[src/rtl/mdu_hilo_if.sv]
// Decoder-to-MDU request/response bundle: operation request in, HI/LO and status out.
interface mdu_hilo_if #(
   parameter int WIDTH = 32
);
   logic             start;
   logic [2:0]       op;
   logic [WIDTH-1:0] a;
   logic [WIDTH-1:0] b;
   logic             busy;
   logic             done;
   logic [WIDTH-1:0] hi;
   logic [WIDTH-1:0] lo;

   modport master (output start, op, a, b, input busy, done, hi, lo);
   modport slave  (input start, op, a, b, output busy, done, hi, lo);
endinterface

[src/rtl/mdu_hilo.sv]
// Iterative multiply/divide unit owning the HI/LO registers: one bit per cycle over
// operand magnitudes, with sign correction in a final FIX cycle.
module mdu_hilo #(
   parameter int WIDTH = 32
) (
   input  logic       clk,
   input  logic       rst_n,
   mdu_hilo_if.slave  bus
);
   localparam int CW = $clog2(WIDTH);
   localparam logic [CW-1:0] LAST = CW'(WIDTH - 1);

   localparam logic [2:0] OP_MULTU = 3'd0;
   localparam logic [2:0] OP_DIV   = 3'd1;
   localparam logic [2:0] OP_DIVU  = 3'd2;
   localparam logic [2:0] OP_MUL   = 3'd3;
   localparam logic [2:0] OP_MTHI  = 3'd4;
   localparam logic [2:0] OP_MTLO  = 3'd5;

   localparam logic [1:0] IDLE = 2'd0;
   localparam logic [1:0] RUN  = 2'd1;
   localparam logic [1:0] FIX  = 2'd2;

   logic [1:0]         stateReg;
   logic [CW-1:0]      countReg;
   logic [2:0]         opReg;
   logic [2*WIDTH-1:0] accReg;
   logic [2*WIDTH-1:0] opAReg;
   logic [WIDTH-1:0]   opBReg;
   logic               negResReg;
   logic               negRemReg;
   logic               divZeroReg;
   logic [WIDTH-1:0]   hiReg;
   logic [WIDTH-1:0]   loReg;
   logic               doneReg;

   logic               isDivOp;
   logic               isSignedIn;
   logic               aNeg;
   logic               bNeg;
   logic [WIDTH-1:0]   aMag;
   logic [WIDTH-1:0]   bMag;
   logic [2*WIDTH-1:0] multSum;
   logic [WIDTH:0]     remShift;
   logic [WIDTH+1:0]   divDiff;
   logic               divFits;
   logic [2*WIDTH-1:0] divStep;
   logic [2*WIDTH-1:0] product;
   logic [WIDTH-1:0]   quot;
   logic [WIDTH-1:0]   rem;

   always_comb begin
      isDivOp    = (opReg == OP_DIV) || (opReg == OP_DIVU);
      isSignedIn = (bus.op == OP_MUL) || (bus.op == OP_DIV);
      aNeg       = isSignedIn & bus.a[WIDTH-1];
      bNeg       = isSignedIn & bus.b[WIDTH-1];
      aMag       = aNeg ? -bus.a : bus.a;
      bMag       = bNeg ? -bus.b : bus.b;

      // Multiply: multiplicand shifts left, multiplier bits consumed LSB first.
      multSum    = accReg + (opBReg[0] ? opAReg : '0);

      // Restoring divide: remainder in the upper half, quotient shifts into the lower half.
      remShift   = {accReg[2*WIDTH-1:WIDTH], opAReg[WIDTH-1]};
      divDiff    = {1'b0, remShift} - {2'b00, opBReg};
      divFits    = ~divDiff[WIDTH+1];
      divStep    = {divFits ? divDiff[WIDTH-1:0] : remShift[WIDTH-1:0],
                    accReg[WIDTH-2:0], divFits};

      product    = negResReg ? -accReg : accReg;
      quot       = negResReg ? -accReg[WIDTH-1:0] : accReg[WIDTH-1:0];
      rem        = negRemReg ? -accReg[2*WIDTH-1:WIDTH] : accReg[2*WIDTH-1:WIDTH];
   end

   always_ff @(posedge clk) begin
      if (!rst_n) begin
         stateReg   <= IDLE;
         countReg   <= '0;
         opReg      <= OP_MULTU;
         accReg     <= '0;
         opAReg     <= '0;
         opBReg     <= '0;
         negResReg  <= 1'b0;
         negRemReg  <= 1'b0;
         divZeroReg <= 1'b0;
         hiReg      <= '0;
         loReg      <= '0;
         doneReg    <= 1'b0;
      end else begin
         doneReg <= 1'b0;
         case (stateReg)
            IDLE: begin
               if (bus.start) begin
                  case (bus.op)
                     OP_MTHI: hiReg <= bus.a;
                     OP_MTLO: loReg <= bus.a;
                     OP_MULTU, OP_DIV, OP_DIVU, OP_MUL: begin
                        opReg      <= bus.op;
                        opAReg     <= {{WIDTH{1'b0}}, aMag};
                        opBReg     <= bMag;
                        negResReg  <= aNeg ^ bNeg;
                        negRemReg  <= aNeg;
                        divZeroReg <= (bus.b == '0);
                        accReg     <= '0;
                        countReg   <= '0;
                        stateReg   <= RUN;
                     end
                     default: ;
                  endcase
               end
            end
            RUN: begin
               accReg   <= isDivOp ? divStep : multSum;
               opAReg   <= opAReg << 1;
               if (!isDivOp) opBReg <= opBReg >> 1;
               countReg <= countReg + 1'b1;
               if (countReg == LAST) stateReg <= FIX;
            end
            FIX: begin
               if (isDivOp) begin
                  // With a zero divisor the restoring loop leaves |a| as remainder, and the
                  // dividend-sign correction turns that back into the raw a.
                  loReg <= divZeroReg ? '1 : quot;
                  hiReg <= rem;
               end else begin
                  hiReg <= product[2*WIDTH-1:WIDTH];
                  loReg <= product[WIDTH-1:0];
               end
               doneReg  <= 1'b1;
               stateReg <= IDLE;
            end
            default: stateReg <= IDLE;
         endcase
      end
   end

   assign bus.busy = (stateReg != IDLE);
   assign bus.done = doneReg;
   assign bus.hi   = hiReg;
   assign bus.lo   = loReg;
endmodule

[src/flat_wrapper.sv]
// flat-port wrapper written by rule: the top's interface ports become plain ports
module mdu_hilo_flat 
#(
   parameter int WIDTH = 32
)
  (clk, rst_n, bus_start, bus_op, bus_a, bus_b, bus_busy, bus_done, bus_hi, bus_lo);
  mdu_hilo_if #(.WIDTH(WIDTH)) bus_i ();
  input  logic clk;
  input  logic rst_n;
  input wire logic [$bits(bus_i.start)-1:0] bus_start;
  input wire logic [$bits(bus_i.op)-1:0] bus_op;
  input wire logic [$bits(bus_i.a)-1:0] bus_a;
  input wire logic [$bits(bus_i.b)-1:0] bus_b;
  output wire logic [$bits(bus_i.busy)-1:0] bus_busy;
  output wire logic [$bits(bus_i.done)-1:0] bus_done;
  output wire logic [$bits(bus_i.hi)-1:0] bus_hi;
  output wire logic [$bits(bus_i.lo)-1:0] bus_lo;
  assign bus_i.start = bus_start;
  assign bus_i.op = bus_op;
  assign bus_i.a = bus_a;
  assign bus_i.b = bus_b;
  assign bus_busy = bus_i.busy;
  assign bus_done = bus_i.done;
  assign bus_hi = bus_i.hi;
  assign bus_lo = bus_i.lo;
  mdu_hilo #(.WIDTH(WIDTH)) u_core (.clk(clk), .rst_n(rst_n), .bus(bus_i));
endmodule
[config.mk]
export PLATFORM = sky130hd
export DESIGN_NAME = mdu_hilo_flat
export DESIGN_NICKNAME = d
export VERILOG_FILES = /design/src/rtl/mdu_hilo_if.sv /design/src/rtl/mdu_hilo.sv /design/src/flat_wrapper.sv
export SDC_FILE = /design/constraint.sdc
export NUM_CORES = 1
export LEC_CHECK = 0
export ABC_AREA = 1
export ABC_CLOCK_PERIOD_IN_PS = 5300
export CAP_MARGIN = 30
export CORE_MARGIN = 2
export CORE_UTILIZATION = 37
export CTS_CLUSTER_SIZE = 20
export DETAILED_ROUTE_END_ITERATION = 10
export GPL_ROUTABILITY_DRIVEN = 1
export GPL_TIMING_DRIVEN = 0
export SYNTH_ARGS = -nofsm -noshare
export SYNTH_HDL_FRONTEND = slang
export SYNTH_SLANG_ARGS = --single-unit
[constraint.sdc]
create_clock -name clk -period 5.3 [get_ports clk]
set_clock_uncertainty 0.15 [all_clocks]
set_input_delay 1.325 -clock clk [delete_from_list [all_inputs] [get_ports clk]]
set_output_delay 1.325 -clock clk [all_outputs]
set_load 0.03 [all_outputs]
# After elaboration in Yosys (flattened, before gate mapping)
# Cells that the tools add are included.
[totals]
register_bits = 238
in_bits = 70
output_inout_bits = 66
word_cells = 90
[classes]
addsub = 8
n_eq_ne = 16
mux = 35
bitwise_logic = 4
reduce_logical = 15
[op_table]
columns = ["operator", "count"]
rows = [
  ["2-to-1 mux 32 bit", 15],
  ["2-to-1 mux 64 bit", 7],
  ["case mux 64 bit (2 select lines)", 2],
  ["case mux 32 bit (2 select lines)", 3],
  ["negator 32 bit", 4],
  ["adder 64 bit", 1],
  ["negator 64 bit", 1],
  ["subtractor 33 x 32 -> 34 bit", 1],
  ["zero test 32 bit", 1],
  ["AND reduction 3 bit", 5],
  ["2-to-1 mux 5 bit", 2],
  ["!= test 2 bit, second input constant", 5],
  ["case mux 5 bit (2 select lines)", 1],
  ["== test 3 x 2 -> 1 bit, second input constant", 3],
  ["== test 3 x 1 -> 1 bit, second input constant", 2],
  ["== test 3 bit, second input constant", 2],
  ["2-to-1 mux 2 bit", 3],
  ["nonzero test 2 bit", 3],
  ["adder 5 x 1 -> 5 bit, second input constant", 1],
  ["== test 5 bit, second input constant", 1],
  ["case mux 2 bit (2 select lines)", 1],
  ["AND reduction 4 bit", 1],
  ["OR reduction 4 bit", 1],
  ["zero test 3 bit", 1],
  ["9 further kinds", 11],
]

# Logic depth before layout (Yosys ltp)
[logic_depth]
ltp_word = 7
ltp_mapped = 22
mapped_depth_nobuf = 20

# Worst setup path after synthesis
# No wires, ideal clock.
[synth_timing]
path_kind = "input to register"
startpoint = "input bus_a[1]"
endpoint = "register u_core.opAReg[24]"
setup_ns = 0.070
arrival_ns = 2.678
t_required_ns = 5.080
slack_ns = 2.401
path_stages = 12
n_path_buf = 0
cell_sequence = "inv_1 -> ha_1 -> nand3_1 -> nor2_2 -> nand3_1 -> nand2_2 -> o21ai_2 -> a21oi_1 -> nand2_1 -> a21oi_1 -> o21ai_0 -> a21oi_1"
[synth_between]
elab_chain_len = 5
[synth_rtl]
columns = ["element", "line_no", "rtl"]
rows = [
  ["from (decl)", "flat_wrapper.sv:12", "input wire logic [$bits(bus_i.a)-1:0] bus_a;"],
  ["negator 32 bit", "mdu_hilo.sv:57", "aMag = aNeg ? -bus.a : bus.a;"],
  ["2-to-1 mux 32 bit", "mdu_hilo.sv:57", ""],
  ["2-to-1 mux 64 bit", "mdu_hilo.sv:94", "case (bus.op)"],
  ["2-to-1 mux 64 bit", "mdu_hilo.sv:93", "if (bus.start) begin"],
  ["case mux 64 bit (2 select lines)", "mdu_hilo.sv:91", "case (stateReg)"],
  ["to (signal assigned)", "mdu_hilo.sv:99", "opAReg <= {{WIDTH{1'b0}}, aMag};"],
  ["to (signal assigned)", "mdu_hilo.sv:114", "opAReg <= opAReg << 1;"],
  ["to (decl)", "mdu_hilo.sv:28", "logic [2*WIDTH-1:0] opAReg;"],
]
# Every way passes these cells. The select of a mux whose other input is x is not followed.
# A chain may end at the register's enable or synchronous reset.

# Worst setup path in the final report
[layout_timing]
startpoint = "register u_core.opBReg[0]"
endpoint = "register u_core.accReg[63]"
[layout_between]
elab_chain_len = 4
word_cells_on_any_way = 6
cone_classes = "2 x add/sub; 4 x mux"
[layout_rtl]
columns = ["element", "line_no", "rtl"]
rows = [
  ["from (decl)", "mdu_hilo.sv:29", "logic [WIDTH-1:0] opBReg;"],
  ["from (signal assigned)", "mdu_hilo.sv:100", "opBReg <= bMag;"],
  ["from (signal assigned)", "mdu_hilo.sv:115", "if (!isDivOp) opBReg <= opBReg >> 1;"],
  ["2-to-1 mux 64 bit or subtractor 33 x 32 -> 34 bit (tied branches)", "mdu_hilo.sv:61, mdu_hilo.sv:65", ""],
  ["adder 64 bit or 2-to-1 mux 32 bit (tied branches)", "mdu_hilo.sv:61, mdu_hilo.sv:67", ""],
  ["2-to-1 mux 64 bit *", "mdu_hilo.sv:113", "accReg <= isDivOp ? divStep : multSum;"],
  ["case mux 64 bit (2 select lines) *", "mdu_hilo.sv:91", ""],
  ["to (signal assigned)", "mdu_hilo.sv:113", ""],
  ["to (decl)", "mdu_hilo.sv:27", "logic [2*WIDTH-1:0] accReg;"],
]
# Every way passes the cells marked *; elsewhere a longest branch is shown, timed or not.

==> metrics.txt <==
slew at the pin with the worst max-slew slack 1080 ps; switching share of power 40.0%; Core Area 62900 um2; Post-Place Cell Area between 20000 and 30000 um2; first-pass GRT wire length between 150000 and 200000 um; reg-to-reg slack, setup 900 ps; DR WL/cell 19.9 um; Lkg Pwr ~14 nW; Iteration-0 DRC Markers between 2000 and 3000; arrival time at the worst endpoint 4680 ps; switching power 2.56 mW; number of top-level pins roughly 140; Hold Path Cell Cnt 2; start of the worst register-to-register path u_core.opBReg[0]; worst hold margin roughly 300 ps; biggest fanout along the worst timing path 10; remaining number of nets flagged by the antenna check after routing 0; number of clock sinks seen by CTS 238; clock tree from TritonCTS built; H-tree levels 1; Die W 256 um; power per cell area 238 nW/um2; Yosys top cell by area sky130_fd_sc_hd__nand2_1; Filler cells 7181; layout cell share with drive strength beyond 1 approximately 3.2%; Placement Rows 92; number of enable-type register cells in the synthesized netlist 0; top achievable clock speed approximately 230 MHz; fraction of synthesis flops using an asynchronous set or reset pin 0%; fraction of the yosys area taken by sequential cells roughly 20%; setup repair after global routing missed its margin no; Period Utilization, post-route 83.0%; start-to-end type of the worst setup path reg2reg; total number of vias 28100; primary flip-flop cell chosen by synthesis mapping sky130_fd_sc_hd__dfxtp_1; CTS clk-pin slew, worst paths 60 ps; number of buffers inserted by port buffering 134; total CTS buffers 30; # nets final roughly 4600; global-route usage over all layers 31.4%; Area contributors post-synth sky130_fd_sc_hd__nand2_1 25%, sky130_fd_sc_hd__dfxtp_1 20%, sky130_fd_sc_hd__inv_1 12%, sky130_fd_sc_hd__nand3_1 7.1%, sky130_fd_sc_hd__a21oi_1 5.9%; worst min path class reg2reg; pin count of the biggest net entering global routing 15; area added between synthesis and finish 14.9%; number of setup violations in the final report 0; root buffer cell sky130_fd_sc_hd__clkbuf_16; R2R Path End u_core.accReg[63]; routed vias/inst 5.26; area share of the leading cell type in the synthesized netlist roughly a quarter; proportion of power drawn by flip-flops and latches 30.8%; synthesized netlist cell count 4304; status completed; Yosys warning total 0; starting density of the core between 30 and 40%; multi-input combinational cell area 15300 um2; setup TNS after final layout 0 ps; most common cell after layout, fill and taps aside sky130_fd_sc_hd__nand2_1; area of the die 65300 um2; Post-CTS Resized 0; Worst setup SP type flop; Post CTS Setup Buffer Count 0; number of storage elements in the synthesis netlist between 200 and 250; Antenna Diode Count 0; max-cap check violation count 0; gpl congestion 1.00; launch instance of the worst min-delay path u_core.opReg[2]; number of antenna violations at the first check in global routing 3; library cells used by synthesis 50; clock period minus worst slack 4400 ps; hold bufs inserted after CTS 0; total power consumption of the routed design 6.41 mW; post-synthesis area per instance about 5.4 um2; Sequential Area 4760 um2; type of destination of the critical path flop; part of the total power dissipated in the clock network between 30% and 40%; combined area of all synthesized cells approximately 23000 um2; data required time of the critical path 5570 ps; Remaining Overflow, GRT 0; fraction of power consumed by combinational cells 34.8%; worst min-delay path endpoint u_core.opReg[2]; residual DRC count 0; Max-slew headroom roughly 28%; largest vdd supply drop 0.000258 V; launching element of the worst setup path u_core.opBReg[0]; final max-slew violation count 0; number of global-route vias before repair 25900; net count of the mapped netlist around 4500; commonest cells after routing, fill and taps aside 1542 x sky130_fd_sc_hd__nand2_1, 728 x sky130_fd_sc_hd__inv_1, 333 x sky130_fd_sc_hd__nand3_1; die boundary height about 260 um; post-route cell area 26900 um2; Total Wirelength 106000 um; drt pass-1 iters 5; total half-perimeter wirelength after legalization and detailed placement ~87000 um; R2R depth 19; cell internal pwr 3.84 mW; final hold violations 0; maximum count of clock buffers along a single path 3; Clock Latency Late Sink 580 ps
## per-layer routing
layer	vias up	routed length, um	GRT usage, %
li1	13900	-	-
met3	252	8370	4.98
met1	12800	45200	41.0
met4	0	5730	14.8
met2	1102	47000	50.8
met5	-	0	0
## flip-flops by register name, summed over array words and instances, names as in the netlist
| register | count |
|---|---|
| u_core.negRemReg | 1 |
| u_core.opAReg | 64 |
| u_core.accReg | 64 |
| u_core.negResReg | 1 |
| u_core.bus.hi | 32 |
| u_core.divZeroReg | 1 |
| u_core.opBReg | 32 |
| u_core.stateReg | 2 |
| u_core.bus.done | 1 |
| u_core.opReg | 3 |
| u_core.bus.lo | 32 |
| u_core.countReg | 5 |
## area by class of cell
type                       count  area share [%]
buffer                       145            2.21
clock buffer                  38            3.09
clock inverter                16           0.763
inverter                     738            10.3
multi-input combinational   3183            56.8
sequential                   238            17.7
tap                          846            3.93
timing repair buffer         137            5.18
## worst max path at each step
stage / end
after detailed placement: u_core.accReg[50]
after CTS: u_core.accReg[50]
after global placement: u_core.opBReg[27]
after floorplan: u_core.opAReg[24]
after global routing: u_core.accReg[49]
final: u_core.accReg[63]
## kinds of logic after synthesis
family | share of synthesized area [%]
xor gates and xnor gates | 2.66
buffers and inverters | 14.4
AOI/OAI and AO/OA | 15.4
and+or+nand+nor | 41.6
DFF | 20.3
adders and majority gates | 5.62
## power groups by stage
stage	clock, mW	combinational [mW]	sequential [mW]
6_report	2.20	2.23	1.97
5_1_grt	2.29	2.44	1.97
4_1_cts	2.22	2.17	1.97
3_5_place_dp	0	2.16	2.00
3_3_place_gp	0	2.16	2.00
2_1_floorplan	0	1.40	1.98
## critical path, stage by stage, from the launching register on
cell and delay, ps:
sky130_fd_sc_hd__dfxtp_1 490, sky130_fd_sc_hd__clkbuf_1 430, sky130_fd_sc_hd__buf_6 240, sky130_fd_sc_hd__clkbuf_1 600, sky130_fd_sc_hd__nand2_1 100, sky130_fd_sc_hd__inv_1 100, sky130_fd_sc_hd__ha_1 210, sky130_fd_sc_hd__nand2_1 140
sky130_fd_sc_hd__nor2_1 240, sky130_fd_sc_hd__nand3_1 170, sky130_fd_sc_hd__nand2_1 210, sky130_fd_sc_hd__nand2_1 100, sky130_fd_sc_hd__nand2_1 140, sky130_fd_sc_hd__nand2_1 70, sky130_fd_sc_hd__nand2_1 200, sky130_fd_sc_hd__nand2_1 150
sky130_fd_sc_hd__nand3_1 100, sky130_fd_sc_hd__nand3_1 170, sky130_fd_sc_hd__nand3_1 130, sky130_fd_sc_hd__a21oi_1 70
## metrics by stage
step                instances  setup slack [ps]  util (%)
floorplan                4304              2400         -
global placement         5284               557      41.1
detailed placement       5285               789      41.1
CTS                      5339               755      42.8
global route             5341               679      42.8
finish                   5341               899      42.8
## cell usage after synthesis (3+ instances only)
library cell / n
sky130_fd_sc_hd__a21o_1: 3
sky130_fd_sc_hd__a21oi_1: 277
sky130_fd_sc_hd__a21oi_2: 5
sky130_fd_sc_hd__a22oi_1: 11
sky130_fd_sc_hd__a31oi_1: 45
sky130_fd_sc_hd__buf_1: 12
sky130_fd_sc_hd__buf_2: 26
sky130_fd_sc_hd__buf_4: 3
sky130_fd_sc_hd__clkbuf_1: 103
sky130_fd_sc_hd__dfxtp_1: 238
sky130_fd_sc_hd__ha_1: 102
sky130_fd_sc_hd__inv_1: 728
sky130_fd_sc_hd__inv_2: 8
sky130_fd_sc_hd__nand2_1: 1542
sky130_fd_sc_hd__nand2_2: 8
sky130_fd_sc_hd__nand3_1: 333
sky130_fd_sc_hd__nand3_2: 4
sky130_fd_sc_hd__nand3b_1: 12
sky130_fd_sc_hd__nand4_1: 49
sky130_fd_sc_hd__nor2_1: 323
sky130_fd_sc_hd__nor2_2: 7
sky130_fd_sc_hd__nor2_4: 3
sky130_fd_sc_hd__nor3_1: 45
sky130_fd_sc_hd__nor3_4: 3
sky130_fd_sc_hd__nor4_1: 12
sky130_fd_sc_hd__o2111ai_1: 4
sky130_fd_sc_hd__o211ai_1: 39
sky130_fd_sc_hd__o21ai_0: 193
sky130_fd_sc_hd__o21ai_1: 21
sky130_fd_sc_hd__o21ai_2: 5
sky130_fd_sc_hd__o21bai_1: 14
sky130_fd_sc_hd__o221ai_1: 7
sky130_fd_sc_hd__o31ai_1: 17
sky130_fd_sc_hd__or2_2: 11
sky130_fd_sc_hd__xnor2_1: 30
sky130_fd_sc_hd__xor2_1: 41
(Power assumes the default switching activity.)
